## src/rtl/rll_key_loader.sv

```systemverilog
// rll_key_loader: serial key loader with even-parity check, failure lockout and zeroize.
// Ports: clk/rst (sync, active-high); load_start, zeroize control; bit_valid/bit_data/bit_ready
//   serial beats (key LSB first, then one parity bit); key_out/key_valid committed key;
//   load_err, locked, fail_count status. Latency: key_valid rises KEY_WIDTH+2 cycles after
//   load_start with gap-free beats. Backpressure: bit_ready is high only in SHIFT/PARITY;
//   the source may idle at any time with no timeout.
module rll_key_loader #(
  parameter int KEY_WIDTH = 32,
  parameter int MAX_FAIL  = 3,
  localparam int CW = (KEY_WIDTH > 1) ? $clog2(KEY_WIDTH) : 1,
  localparam int FW = (MAX_FAIL > 0) ? $clog2(MAX_FAIL + 1) : 1
) (
  input  logic                 clk,
  input  logic                 rst,
  input  logic                 load_start,
  input  logic                 bit_valid,
  input  logic                 bit_data,
  output logic                 bit_ready,
  input  logic                 zeroize,
  output logic [KEY_WIDTH-1:0] key_out,
  output logic                 key_valid,
  output logic                 load_err,
  output logic                 locked,
  output logic [FW-1:0]        fail_count
);

  typedef enum logic [2:0] {
    S_IDLE,
    S_SHIFT,
    S_PARITY,
    S_DONE,
    S_ERROR,
    S_LOCKED
  } state_t;

  state_t               state;
  logic [KEY_WIDTH-1:0] shadow;
  logic [CW-1:0]        cnt;
  logic                 beat;
  logic [FW-1:0]        fail_next;

  always_comb begin
    bit_ready = (state == S_SHIFT) || (state == S_PARITY);
  end

  assign beat      = bit_valid & bit_ready;
  assign fail_next = fail_count + 1'b1;

  always_ff @(posedge clk) begin
    if (rst) begin
      state      <= S_IDLE;
      shadow     <= '0;
      cnt        <= '0;
      key_out    <= '0;
      key_valid  <= 1'b0;
      load_err   <= 1'b0;
      locked     <= 1'b0;
      fail_count <= '0;
    end else if (state != S_LOCKED && zeroize) begin
      // fail_count deliberately survives so zeroize cannot reset the lockout tally
      state     <= S_IDLE;
      shadow    <= '0;
      cnt       <= '0;
      key_out   <= '0;
      key_valid <= 1'b0;
      load_err  <= 1'b0;
    end else if (state != S_LOCKED && load_start) begin
      // any beat presented this cycle is dropped: beat handling lives below
      state     <= S_SHIFT;
      shadow    <= '0;
      cnt       <= '0;
      key_out   <= '0;
      key_valid <= 1'b0;
      load_err  <= 1'b0;
    end else begin
      case (state)
        S_SHIFT: begin
          if (beat) begin
            shadow[cnt] <= bit_data;
            if (cnt == CW'(KEY_WIDTH - 1)) begin
              state <= S_PARITY;
              cnt   <= '0;
            end else begin
              cnt <= cnt + 1'b1;
            end
          end
        end
        S_PARITY: begin
          if (beat) begin
            if (((^shadow) ^ bit_data) == 1'b0) begin
              key_out    <= shadow;
              key_valid  <= 1'b1;
              fail_count <= '0;
              state      <= S_DONE;
            end else begin
              shadow     <= '0;
              fail_count <= fail_next;
              load_err   <= 1'b1;
              if (fail_next == FW'(MAX_FAIL)) begin
                locked <= 1'b1;
                state  <= S_LOCKED;
              end else begin
                state <= S_ERROR;
              end
            end
          end
        end
        S_LOCKED: begin
          // sticky until rst; count is already at MAX_FAIL
          locked    <= 1'b1;
          load_err  <= 1'b1;
          key_out   <= '0;
          key_valid <= 1'b0;
        end
        default: ;
      endcase
    end
  end

endmodule
```

## config.mk

```make
export PLATFORM = sky130hd
export DESIGN_NAME = rll_key_loader
export DESIGN_NICKNAME = d
export VERILOG_FILES = /design/src/rtl/rll_key_loader.sv
export SDC_FILE = /design/constraint.sdc
export NUM_CORES = 1
export LEC_CHECK = 0
export ABC_AREA = 1
export CAP_MARGIN = 5
export CORE_MARGIN = 2
export CORE_UTILIZATION = 25
export DETAILED_ROUTE_END_ITERATION = 6
export GPL_ROUTABILITY_DRIVEN = 0
export GPL_TIMING_DRIVEN = 0
export SYNTH_ARGS = -nofsm -noshare
export SYNTH_HDL_FRONTEND = slang
export SYNTH_SLANG_ARGS = --single-unit
```

## constraint.sdc

```tcl
create_clock -name clk -period 4.2 [get_ports clk]
set_input_delay 0.42 -clock clk [delete_from_list [all_inputs] [get_ports clk]]
set_output_delay 0.42 -clock clk [all_outputs]
set_load 0.02 [all_outputs]
```

==> out/qor.yml <==
critPathLaunch: "state[0]"
synth-simple-area-share_pct: 41.5
drc: 0
numCtsBuffers: 9
critPathKind: "reg2out"
clock_latency_ns: 0.35
core_area_um2: 18600
ys_types: 33
rows: 50
synth-compound-area-share_pct: 13.8
synth_nets: 752
wl_um: 13200
layout_common_cells: "nand2_1 (277), dfxtp_1 (77), nand3_1 (71)"
grt_pass1_wl_um: 21900
drt_iter0_drc: 287
timing.rr.start: "state[1]"
synth_cells: 740
final_max_slew_viol_count: 0
vdd_ir_drop_max_mv: 0.173
fp.dieH_um: 142
hp-class: "reg2reg"
ff2ff_setup_slack_ns: 1.84
yosysTopAreaCellShare_pct: 32.5
n_antenna_cell: 0
grtUsageMet3_pct: 2.33
crit_required_ns: 3.78
root_buffer: "clkbuf_16"
stdcell_area_um2: 5810
synth_mux_area_share_pct: 0
initial_core_util_pct: 25.5
drtPass1Iterations: 5
cts_sinks: 77
dpl.cell_count: 1017
antenna_found_initial: 0
htree_num_levels: 3
met2_usage_pct: 23.5
status: "completed"
wl_per_cell_um: 12.8
final_hold_viol_count: 0
globalRoute.totalOverflow: 0
post-route-period-util_pct: 64.3
r2r_cells: 7
cts.path.max_buffers: 2
synth_xor_area_share_pct: 0.184
grtUsageTotal_pct: 13.6
die_x_um: 142
stdcell_count: 1033
final_util_pct: 31.2
worstPathArrival_ns: 2.28
place_area_um2: 5470
critPathCaptureType: "output port"
hp-start: "key_out[4]"
drive_above_1_share_pct: 12.6
synth.area.top_cells: "dfxtp_1 (32%), nand2_1 (22%), nand3_1 (7.5%)"
ys_ff_latch: 77
ios: 44
synth_top_family_by_area: "simple AND/OR/NAND/NOR gates"
max_freq_mhz: 370
met1_usage_pct: 16.8
cts.repair.resized: 0
r2r_end: "key_out[9]"
clk_pin_slew_worst_paths_ns: 0.06
finClkSkew_ns: 0.0123
yosys.area_share.adder_pct: 1.58
numPortBuffers: 43
min_period_ns: 2.70
antenna_left: 0
avgSynthCellArea_um2: 6.42
grt_max_degree: 14
fin_nets: 806
vias: 4733
p_per_area_nw_per_um2: 289
cts_setup_buffers: 0
setup_viol: 0
cts_tree: "done"
yosys_warnings: 0
first_global_vias: 4474
rsz0062_at_grt: "false"
endpoint: "bit_ready"
drv_cap: 0
critPathLaunchType: "flip-flop"
setup_tns_ns: 0
vias_per_cell: 4.58
syn-cell-area_um2: 4750
die_area_um2: 20100
worstPathMaxFanout: 10
hpwlAfterDp_um: 9730
layout_commonest_cell: "nand2_1"
area_delta_synth_final_pct: 22.4
ctsHoldBuffers: 0
yosysTopAreaCell: "dfxtp_1"
finalPower_mw: 1.68
top_usage_layer: "met2"
p_leak_nw: 2.05
relSlewSlack_pct: 54.2
ys_seq_area_share_pct: 32.5
tightest_slew_ns: 0.687
[cell type report]
class                   count  area [µm²]
repair buffers             43         430
flip-flops and latches     77        1540
clock buffers              10         229
well taps                 234         293
clock inverters             6         111
inverters                  70         263
multi-input cells         556        2710
fillers                  2045       12800
plain buffers              37         234
[power by group]
| part | internal (mW) | total (mW) | switching (mW) |
|---|---|---|---|
| Combinational | 0.0133 | 0.0464 | 0.0331 |
| Clock | 0.581 | 0.903 | 0.322 |
| Sequential | 0.731 | 0.732 | 0.00100 |
| Total | 1.33 | 1.68 | 0.356 |
[synthesized netlist by cell type (all sizes together)]
library cell / number
a41oi: 1
nand3b: 32
o31ai: 1
buf: 21
ha: 6
nor2: 19
o211ai: 1
nor3: 4
or2: 2
xor2: 1
a31oi: 1
dfxtp: 77
clkbuf: 16
o21ai: 35
clkinv: 1
nand3: 72
nand2: 306
a21oi: 75
inv: 69
[flip-flops by register name (all words and copies together) (netlist names)]
signal and count:
fail_count 2, key_valid 1, shadow 32, locked 1, key_out 32, state 3, load_err 1, cnt 5
[worst min path at each step]
stage,to,slack [ns],depth (start not counted)
6_report,key_out[4],0.46,2
5_1_grt,key_valid,0.48,2
4_1_cts,key_out[4],0.46,2
3_5_place_dp,key_out[17],0.45,2
3_3_place_gp,key_out[23],0.45,2
2_1_floorplan,cnt[0],0.45,1
[per-layer routing]
layer	wire [µm]	up-vias	share of wire [%]
met1	6100	2169	46
li1	-	2475	-
met2	6260	63	48
met4	375	0	2.8
met5	0	-	0
met3	444	26	3.4
[metrics by stage]
stage	setup slack (ns)	hold WS [ns]
after floorplan	2.45	0.454
after global placement	1.46	0.449
after detailed placement	1.40	0.454
after CTS	1.48	0.463
after global routing	1.37	0.478
final	1.50	0.460
[cells by family after synthesis]
family | after synthesis
AOI/OAI and AO/OA | 114
and+or+nand+nor | 435
xor gates and xnor gates | 1
buffers and inverters | 107
DFF | 77
adders and majority gates | 6
[worst max-delay path, cell delays in order (launching register included)]
cell and delay, ns:
dfxtp_1 0.35, nor3_4 0.43, inv_2 0.17, buf_1 0.25
nand2_1 0.13, clkdlybuf4s50_1 0.61
Note: power is estimated with default switching activity, not from simulation.
